File: config.mk
export PLATFORM = sky130hd
export DESIGN_NAME = tick_object_mover
export DESIGN_NICKNAME = d
export VERILOG_FILES = /design/src/rtl/tick_object_mover.sv
export SDC_FILE = /design/constraint.sdc
export NUM_CORES = 1
export LEC_CHECK = 0
export ABC_AREA = 1
export CELL_PAD_IN_SITES_DETAIL_PLACEMENT = 2
export CELL_PAD_IN_SITES_GLOBAL_PLACEMENT = 2
export CORE_MARGIN = 5
export CORE_UTILIZATION = 33
export DETAILED_ROUTE_END_ITERATION = 7
export PLACE_DENSITY = 0.77
export SETUP_SLACK_MARGIN = 0.02
export SLEW_MARGIN = 20
export SYNTH_ARGS = -nofsm -noshare
export SYNTH_HDL_FRONTEND = slang
export SYNTH_SLANG_ARGS = --single-unit
File: constraint.sdc
create_clock -name clock -period 2.4 [get_ports clock]
set_clock_uncertainty 0.2 [all_clocks]
set_input_delay 0.36 -clock clock [delete_from_list [all_inputs] [get_ports clock]]
set_output_delay 0.36 -clock clock [all_outputs]
set_load 0.1 [all_outputs]
File: src/rtl/tick_object_mover.sv
// Single-object bouncing mover: turns rising edges of the rate-divider pulse
// into moves, and plots each move as an erase/draw req-ack handshake pair.
module tick_object_mover #(
    parameter int X_W     = 8,
    parameter int Y_W     = 7,
    parameter int X_MAX   = 159,
    parameter int Y_MAX   = 119,
    parameter int X_START = 0,
    parameter int Y_START = 0
) (
    input  logic           clock,
    input  logic           Clear_b,
    input  logic           pulse,
    input  logic           move_en,
    input  logic           plot_ack,
    output logic           plot_req,
    output logic           plot_erase,
    output logic [X_W-1:0] x_out,
    output logic [Y_W-1:0] y_out,
    output logic           busy,
    output logic           overrun
);
    typedef enum logic [2:0] {
        S_INIT_DRAW,
        S_IDLE,
        S_ERASE,
        S_STEP,
        S_DRAW
    } state_t;

    localparam logic [X_W-1:0] X_MAX_V   = X_W'(X_MAX);
    localparam logic [Y_W-1:0] Y_MAX_V   = Y_W'(Y_MAX);
    localparam logic [X_W-1:0] X_START_V = X_W'(X_START);
    localparam logic [Y_W-1:0] Y_START_V = Y_W'(Y_START);

    state_t         state_q, state_d;
    logic [X_W-1:0] x_q, x_d, x_out_q, x_out_d;
    logic [Y_W-1:0] y_q, y_d, y_out_q, y_out_d;
    logic           dx_q, dx_d, dy_q, dy_d;   // 1 = moving towards MAX
    logic           pulse_d_q;
    logic           pending_q, pending_d;
    logic           overrun_q, overrun_d;
    logic           plot_req_q, plot_req_d;
    logic           plot_erase_q, plot_erase_d;

    logic tick;
    logic ack_ok;

    assign tick   = pulse & ~pulse_d_q & move_en;
    assign ack_ok = plot_req_q & plot_ack;

    always_ff @(posedge clock or negedge Clear_b) begin
        if (!Clear_b) begin
            state_q      <= S_INIT_DRAW;
            x_q          <= X_START_V;
            y_q          <= Y_START_V;
            dx_q         <= 1'b1;
            dy_q         <= 1'b1;
            pulse_d_q    <= 1'b1;
            pending_q    <= 1'b0;
            overrun_q    <= 1'b0;
            plot_req_q   <= 1'b0;
            plot_erase_q <= 1'b0;
            x_out_q      <= X_START_V;
            y_out_q      <= Y_START_V;
        end else begin
            state_q      <= state_d;
            x_q          <= x_d;
            y_q          <= y_d;
            dx_q         <= dx_d;
            dy_q         <= dy_d;
            pulse_d_q    <= pulse;
            pending_q    <= pending_d;
            overrun_q    <= overrun_d;
            plot_req_q   <= plot_req_d;
            plot_erase_q <= plot_erase_d;
            x_out_q      <= x_out_d;
            y_out_q      <= y_out_d;
        end
    end

    always_comb begin
        state_d = state_q;
        case (state_q)
            S_INIT_DRAW: if (ack_ok) state_d = S_IDLE;
            S_IDLE:      if (tick || pending_q) state_d = S_ERASE;
            S_ERASE:     if (ack_ok) state_d = S_STEP;
            S_STEP:      state_d = S_DRAW;
            S_DRAW:      if (ack_ok) state_d = S_IDLE;
            default:     state_d = S_INIT_DRAW;
        endcase
    end

    // A tick landing in IDLE while a queued one is being consumed becomes the new queued tick.
    always_comb begin
        pending_d = pending_q;
        overrun_d = overrun_q;
        if (state_q == S_IDLE) begin
            pending_d = pending_q & tick;
        end else if (tick) begin
            if (pending_q) overrun_d = 1'b1;
            else           pending_d = 1'b1;
        end
    end

    always_comb begin
        x_d  = x_q;
        y_d  = y_q;
        dx_d = dx_q;
        dy_d = dy_q;
        if (state_q == S_STEP) begin
            if (dx_q && x_q == X_MAX_V) begin
                dx_d = 1'b0;
                x_d  = x_q - 1'b1;
            end else if (!dx_q && x_q == '0) begin
                dx_d = 1'b1;
                x_d  = x_q + 1'b1;
            end else begin
                x_d  = dx_q ? x_q + 1'b1 : x_q - 1'b1;
            end
            if (dy_q && y_q == Y_MAX_V) begin
                dy_d = 1'b0;
                y_d  = y_q - 1'b1;
            end else if (!dy_q && y_q == '0) begin
                dy_d = 1'b1;
                y_d  = y_q + 1'b1;
            end else begin
                y_d  = dy_q ? y_q + 1'b1 : y_q - 1'b1;
            end
        end
    end

    // Request fields are captured only while req is low, so they hold for the whole handshake.
    always_comb begin
        plot_req_d   = (state_q == S_INIT_DRAW || state_q == S_ERASE || state_q == S_DRAW) && !ack_ok;
        plot_erase_d = plot_req_q ? plot_erase_q : (state_q == S_ERASE);
        x_out_d      = plot_req_q ? x_out_q : x_q;
        y_out_d      = plot_req_q ? y_out_q : y_q;
    end

    assign plot_req   = plot_req_q;
    assign plot_erase = plot_erase_q;
    assign x_out      = x_out_q;
    assign y_out      = y_out_q;
    assign busy       = (state_q != S_IDLE);
    assign overrun    = overrun_q;
endmodule
==> results of run 1 <==
critical path: stages (launching register included):
cell	delay (ns)
dfrtp_1	0.42
nor3_1	0.29
inv_1	0.15
buf_4	0.26
per-layer routing:
layer  vias to the layer above  global-route usage
li1                       1017                   -
met1                      1035               0.194
met2                        21               0.342
met3                         8              0.0288
met4                         0              0.0409
met5                         -                   0
cells in the mapped netlist, drive strengths merged:
master,n
dfrtp,37
xnor2,4
clkinv,2
nand3b,3
a21oi,4
nor2,33
ha,5
o21ai,23
nand2,109
mux2,1
dfstp,3
maj3,1
buf,7
nand4,7
a211oi,1
inv,26
clkbuf,4
xor2,7
nor3,1
nor3b,1
nand3,27
a31o,1
cell families after synthesis:
logic type               after synthesis  synth area share
multiplexers                           1           0.00482
AO/OA/AOI/OAI                         29            0.0696
adder cells (fa/ha/maj)                6            0.0310
XOR/XNOR                              11            0.0412
flip-flops                            40             0.430
AND/OR/NAND/NOR                      181             0.351
buffers and inverters                 39            0.0728
worst min path at each step:
stage / start / end / slack, ns / depth (start not counted)
2_1_floorplan: Clear_b / overrun$_DFFE_PN0P_ / -0.14 / 0
3_3_place_gp: Clear_b / y_out[2]$_DFFE_PN0N_ / 0.26 / 2
3_5_place_dp: overrun$_DFFE_PN0P_ / overrun$_DFFE_PN0P_ / 0.26 / 1
4_1_cts: overrun$_DFFE_PN0P_ / overrun$_DFFE_PN0P_ / 0.28 / 1
5_1_grt: pulse / pulse_d_q$_DFF_PN1_ / 0.28 / 1
6_report: overrun$_DFFE_PN0P_ / overrun$_DFFE_PN0P_ / 0.28 / 1
registers in the layout, indices dropped and copies added (netlist names):
register    cells
x_out           8
dx_q            1
pending_q       1
plot_erase      1
x_q             8
plot_req        1
y_out           7
y_q             7
pulse_d_q       1
state_q         3
overrun         1
dy_q            1
stage by stage:
step                area [sq um]  hold slack [ns]
global placement            2620            0.256
CTS                         2750            0.280
detailed placement          2620            0.259
global route                2750            0.283
finish                      2750            0.275
floorplan                   2340           -0.136
final cells by class:
type	instances	share of cell area
Clock inverter	2	0.0141
Sequential cell	40	0.365
Tap cell	96	0.0437
Timing Repair Buffer	29	0.0864
Multi-Input combinational cell	228	0.422
Inverter	28	0.0382
Clock buffer	6	0.0300
==> results.yml, run 1 <==
critical_path:
  start_kind: "register"
  r2r_end: "y_q[6]$_DFFE_PN0P_"
  r2r_cells: 10
  crit-reg2reg-launch: "y_q[0]$_DFFE_PN0P_"
  required_ns: 1.84
  worstPathArrival_ns: 1.42
  crit_path_end_kind: "output port"
  rrSetupSlack_ns: 0.42
  cp_max_fo: 4
  worstSetupEndpoint: "busy"
  crit_start: "state_q[1]$_DFFE_PN0P_"
  crit_type: "reg2out"
clocking:
  post_cts_resized: 0
  clock_sinks: 40
  clkTransAtPathRegs_ns: 0.09
  cts_buffers: 5
  cts_buffer_depth: 2
  post_cts_buffers: 0
  cts_tree: "done"
  insertion_delay_ns: 0.30
  root_buffer: "clkbuf_8"
  cts_max_level: 2
  ctsHoldBuffers: 1
sta:
  rsz0062_at_grt: "no"
  relSlewSlack: 0.650
  setup_tns_ns: 0
  drv_slew: 0
  timing_hold_violations_final: 0
  finalSetupViolations: 0
  finalCritPeriodShare: 0.825
  fin_ws_ns: 0.421
  fmax_ghz: 0.505
  fin_crit_ns: 1.98
  max_slew.worst_pin.slew_ns: 0.526
synth:
  synthDistinctLibCells: 31
  synth.avg_cell_area_sq_um: 7.61
  synth_fp_nets: 317
  synth-seq-cells: 40
  synth_area_leaders: "dfrtp_1, nand2_1, nand3_1"
  yosysWarnings: 0
  yosys.area.top_type: "dfrtp_1"
  seq_area_frac_synth: 0.430
  syn_inst: 307
  synth_top_cell_area_share: 0.396
  synth.cell_area_sq_um: 2340
drt:
  maxUsedRoutingLayer: "met4"
  wirelength_um: 6970
  via_per_inst: 4.85
  drc: 0
  avgRoutedWirePerCell_um: 16.3
  first_iter_violations: 30
  met2_length_um: 3750
  wl_met3_um: 167
  vias: 2081
  dr.pass1.iters: 5
  ant_nets: 0
  met1Wirelength_um: 2950
layout:
  multi_input_area_sq_um: 1160
  final_cell_mix: "nand2_1, dfrtp_1, inv_1, nand3_1, nor2_1"
  register_area_sq_um: 1000
  area_delta_synth_final_pct: 17.7
  final_util: 0.403
  drive_gt1_frac: 0.165
  insertedDiodeCount: 0
  fill_cells: 787
  final_common_cell: "nand2_1"
  nets: 342
  fin_cells: 429
global_route:
  grt_use_total: 0.175
  grt_pass1_wl_um: 12000
  grt_pass1_vias: 2407
  antenna_found_initial: 0
  gr-total-overflow: 0
  grt_start_max_net_pins: 41
die:
  die_w_um: 94.2
  fp-row-count: 30
  coreArea_sq_um: 6830
  initial_utilization: 0.342
  pin_count: 24
  die-area_sq_um: 8870
  die_h_um: 94.2
place:
  pre_cts_ws_ns: 0.443
  dpl.cell_count: 420
  port_buffers: 23
  gp_congestion: 0.839
  dpl.hpwl_um: 5220
hold_path:
  hp-class: "reg2reg"
run_status:
  run_status: "finished, final reports clean"
run:
  drv_cap: 0
Power of run 1 is left out: the tool's default activity adds up to more than one toggle a clock period on the data nets, which glitch-free logic cannot reach.
==> run 2, diff against run 1 <==
Settings changed: CORE_UTILIZATION 33 to 30, PLACE_DENSITY 0.77 to 0.74.
Clock period 2.4 ns to 1.8 ns, I/O delays scaled along.
==> run 2 against run 1 <==
Design area increased by 18%; setup slack got worse by 0.34 ns; global-route usage down 0.78 points; hold slack worse by 0.11 ns; die area up 8.9%; wire length increased by 15%; register-to-register slack worse by 0.34 ns; sequential cell count stayed put; critical path depth rose by 6; core utilization is 2.2 points higher; sequential share of layout area fell by 5.4 points; cell count grew 6.3%; critical path type is now reg2reg.
==> results.yml, run 2 (same netlist as run 1, synthesis figures left out) <==
global_route:
  grt_use_total: 0.167
  gr-total-overflow: 0
  grt_pass1_vias: 2552
  antenna_found_initial: 0
  grt_start_max_net_pins: 35
  grt_pass1_wl_um: 12800
place:
  placed_area_sq_um: 2960
  dpl.hpwl_um: 5790
  port_buffers: 23
  pre_cts_ws_ns: 0.0233
  gp_congestion: 0.776
die:
  die-area_sq_um: 9660
  pin_count: 24
  fp-row-count: 32
  die_w_um: 98.3
  coreArea_sq_um: 7650
  initial_utilization: 0.306
  die_h_um: 98.3
layout:
  final_cell_mix: "nand2_1, dfrtp_1, nand3_1, buf_4"
  final_common_cell: "nand2_1"
  insertedDiodeCount: 0
  area_delta_synth_final_pct: 38.9
  fin_area_sq_um: 3250
  nets: 363
  drive_gt1_frac: 0.277
drt:
  first_iter_violations: 31
  avgRoutedWirePerCell_um: 17.6
  dr.pass1.iters: 4
  wirelength_um: 8010
  vias: 2219
  via_per_inst: 4.87
  ant_nets: 0
  drc: 0
sta:
  timing_hold_violations_final: 0
  fmax_ghz: 0.582
  whs_ns: 0.162
  finalSetupViolations: 0
  drv_slew: 0
  relSlewSlack: 0.805
  finalCritPeriodShare: 0.954
  setup_tns_ns: 0
  rsz0062_at_grt: "yes"
  fin_crit_ns: 1.72
  fin_ws_ns: 0.0832
  max_slew.worst_pin.slew_ns: 0.289
clocking:
  cts_max_level: 2
  cts_buffers: 5
  insertion_delay_ns: 0.30
  root_buffer: "clkbuf_8"
  clkTransAtPathRegs_ns: 0.08
  cts_tree: "done"
  clock_sinks: 40
  cts_buffer_depth: 2
critical_path:
  r2r_end: "y_q[5]$_DFFE_PN0P_"
  start_kind: "register"
  rrSetupSlack_ns: 0.08
  r2r_cells: 9
  crit_path_end_kind: "register"
  cp_max_fo: 5
  required_ns: 1.80
  crit-reg2reg-launch: "y_q[1]$_DFFE_PN0P_"
  worstPathArrival_ns: 1.71
  crit_type: "reg2reg"
run_status:
  run_status: "finished, final reports clean"
hold_path:
  hp-class: "in2async"
run:
  drv_cap: 0
[run 2: what timing repair did]
action                                  4_1_cts  5_1_grt
gates resized for setup                       3       24
endpoints found under the hold margin        37        0
setup buffers                                 1        8
hold buffers                                  1        0
endpoints found under the setup margin        5       13
pin swaps                                     0       10
[run 2: worst max-delay path by stage]
stage                           startpoint                endpoint  slack [ns]  cells after the start
global route            y_q[1]$_DFFE_PN0P_      y_q[5]$_DFFE_PN0P_       -0.05                      9
CTS                 state_q[1]$_DFFE_PN0P_                    busy        0.04                      3
floorplan           state_q[1]$_DFFE_PN0P_   pending_q$_DFFE_PN0P_       -0.07                      3
global placement        x_q[1]$_DFFE_PN0P_      x_q[2]$_DFFE_PN0P_        0.08                      9
detailed placement                   pulse  state_q[2]$_DFFE_PN0P_        0.02                      6
finish                  y_q[1]$_DFFE_PN0P_      y_q[5]$_DFFE_PN0P_        0.08                      9
[run 2: through the flow]
step | utilization | cells
2_1_floorplan | - | 307
3_3_place_gp | 0.387 | 438
3_5_place_dp | 0.387 | 438
4_1_cts | 0.406 | 448
5_1_grt | 0.425 | 456
6_report | 0.425 | 456
[run 2: layer usage]
layer  up-vias  global-route usage  wire (um)
li1       1062                   -          -
met1      1115               0.184       3320
met2        32               0.329       4390
met3        10              0.0279        209
met4         0              0.0410         87
met5         -                   0          0
[run 2: layout make-up]
| type | instances | area, sq um |
|---|---|---|
| clock inverters | 1 | 30.0 |
| flip-flops and latches | 40 | 1010 |
| multi-input cells | 228 | 1240 |
| clock buffers | 7 | 96.3 |
| repair buffers | 50 | 633 |
| fillers | 846 | 4400 |
| well taps | 102 | 128 |
| inverters | 28 | 105 |
[run 2: worst max-delay path, cell delays in order, from the launching register on]
cell	delay, ns
dfrtp_2	0.47
inv_2	0.08
ha_2	0.19
nand2_2	0.08
nor2_2	0.13
nor2_1	0.08
nor2_2	0.17
nand2_1	0.08
nand3_1	0.08
nand2_1	0.05
Power of run 2 is left out for the same reason.
==> patch 1, RTL diff (config.mk and constraints of run 2) <==
The parameter `Y_W` goes from 7 to 14.
--- a/src/rtl/tick_object_mover.sv
+++ b/src/rtl/tick_object_mover.sv
@@ -2,7 +2,7 @@
 // into moves, and plots each move as an erase/draw req-ack handshake pair.
 module tick_object_mover #(
     parameter int X_W     = 8,
-    parameter int Y_W     = 7,
+    parameter int Y_W     = 14,
     parameter int X_MAX   = 159,
     parameter int Y_MAX   = 119,
     parameter int X_START = 0,
Ports: changed (resized y_out); port bits go from 24 to 31. The function was not compared with the original's and may differ.
==> patch 1 against run 2 <==
The run now ends with negative setup slack left. Wire length grew 67%. Area after synthesis grew 43%. Die area grew 38%. Final area grew 53%. Critical path depth shrank 2. Non-clock buffer count grew 58. First-iteration DRC count grew to 2.9 times the old value. Maximum frequency shrank 7.1%. Setup slack lost 130 ps. Sequential cell count grew 14. Largest cell class unchanged.
Power is left out: the tool's default activity adds up to more than one toggle a clock period on the data nets, which glitch-free logic cannot reach.
==> patch 1: results (changes against run 2) <==
| Metric | Value |
|---|---|
| GR Util met2 | 0.392 (+0.0623) |
| Share of layout cells above drive strength 1 | 0.402 (+0.126) |
| Relative max-transition margin | 0.691 (-0.114) |
| Vias in the first global route | 3,779 (+48%) |
| Post-route setup TNS | -214 ps (-214 ps) |
| Fin nets | 521 (+44%) |
| # port buffers | 30 (+30%) |
| Clock slew at reported path FFs | 110 ps (+30 ps) |
| Bufs on Longest Clock Path | 2 (unchanged) |
| Largest net degree at the start of global routing | 31 (-11%) |
| Hold path startpoint | pulse |
| Iter 0 DRT Violations | 89 (+190%) |
| Hold Path Stages | 1 |
| RR Endpoint | y_q[6] |
| H-tree lvl count | 2 (unchanged) |
| Top cells by count, synth | 114 x nand2_1, 51 x dfrtp_1, 49 x nand3_1, 33 x inv_1, 31 x o21ai_0 |
| Worst-path fanout max | 4 (-1) |
| CTS Buf Count | 5 (unchanged) |
| Post-synthesis sequential area ratio | 0.407 (-0.0230) |
| Met1 usage | 0.221 (+0.0364) |
| DP HPWL | 9130 µm (+58%) |
| Startpoint Class | flip-flop |
| Final setup violation count | 10 (+10) |
| Drt first pass iters | 4 (unchanged) |
| Critical path arrival | 1880 ps (+170 ps) |
| Slowest-stage cell, CP | dfrtp_2 |
| N_diodes | 0 (unchanged) |
| Share of synthesized flip-flops with an asynchronous set or reset | 1.00 (unchanged) |
| R2r startpoint | y_q[1] |
| GRT met3 Usage | 0.0263 (-0.00154) |
| Via/cell ratio | 5.03 (+3.4%) |
| Warnings from Yosys | 0 (unchanged) |
| Fillcell total | 1,169 (+38%) |
| Setup ws final | -47.4 ps (-131 ps) |
| Pre-CTS WS | -118 ps (-141 ps) |
| Ys flop type | dfrtp_1 |
| Critical Path Max Stage Delay | 470 ps (about the same) |
| Clk_lat worst skew | 310 ps |
| Synth top area cells | dfrtp_1 38%, nand2_1 13%, nand3_1 7.4% |
| Final Wtd Congestion | 0.831 (+7.0%) |
| First-pass GRT wire length | 20,400 µm (+59%) |
| Global Route Usage Sum | 0.199 (+0.0315) |
| Syn nets | 425 (+34%) |
| Cell variety after synth | 39 (+26%) |
| Status | finished, violations left |
| Hold Path Class | in2reg |
| Failing checks | negative setup slack |
| Post-Route WL | 13,400 µm (+67%) |
| FF-to-FF path depth | 7 (-2) |
[patch 1: cell count changes after synthesis, moves of 7 or more]
cell and delta:
o21ai_0 +9, dfrtp_1 +14, xor2_1 +7, inv_1 +7
nand2_1 +9, o21ai_1 +8, nand3_1 +23
[patch 1: timing repair]
action | CTS | global route
gates resized for setup | 36 | 47
hold buffers | 1 | 0
hold endpoints to repair | 12 | 0
gates cloned | 0 | 0
pin swaps | 10 | 32
setup buffers | 10 | 8
setup endpoints to repair | 21 | 24
[patch 1: critical path, delay by kind of cell, from the launching register on]
kind,cells,cell delay [ps]
AO/OA/AOI/OAI,2,260
adder cells (fa/ha/maj),1,180
flip-flops,1,470
AND/OR/NAND/NOR,4,660
[patch 1: how the worst max path moves through the flow]
stage / start / to / slack (ps) / cells after the start
6_report: y_q[1] / y_q[6] / -50 / 7
3_5_place_dp: y_q[1] / y_q[12] / -120 / 11
3_3_place_gp: y_q[1] / y_q[12] / -10 / 11
5_1_grt: y_q[1] / y_q[8] / -110 / 11
4_1_cts: x_q[1] / x_q[5] / 10 / 8
2_1_floorplan: y_q[0] / y_q[12] / 50 / 12
[patch 1: layer usage]
metal / up-vias / share of wire / wire length, µm
li1: 1534 / - / -
met1: 1697 / 0.40 / 5290
met2: 36 / 0.57 / 7640
met3: 15 / 0.015 / 202
met4: 0 / 0.019 / 257
met5: - / 0 / 0
[patch 1: kinds of logic after synthesis]
group / share of synthesized area
adders and majority gates: 0.0218
muxes: 0.00338
DFF: 0.407
and+or+nand+nor: 0.356
buffers and inverters: 0.0845
AOI/OAI and AO/OA: 0.0796
xor gates and xnor gates: 0.0473
[patch 1: area by class of cell]
| type | count | area [µm²] | share of cell area |
|---|---|---|---|
| tap | 140 | 175 | 0.0354 |
| timing repair buffer | 108 | 1210 | 0.244 |
| clock buffer | 6 | 82.6 | 0.0167 |
| sequential | 54 | 1370 | 0.277 |
| clock inverter | 2 | 38.8 | 0.00783 |
| multi-input combinational | 306 | 1930 | 0.390 |
| inverter | 36 | 143 | 0.0288 |
[patch 1: through the flow]
step	instance area (µm²)	instances	hold WS, ps	utilization
finish	4950	652	218	0.457
global route	4950	652	193	0.457
CTS	4720	644	190	0.435
detailed placement	4410	625	52.8	0.406
global placement	4410	625	45.0	0.406
floorplan	3340	415	-226	-
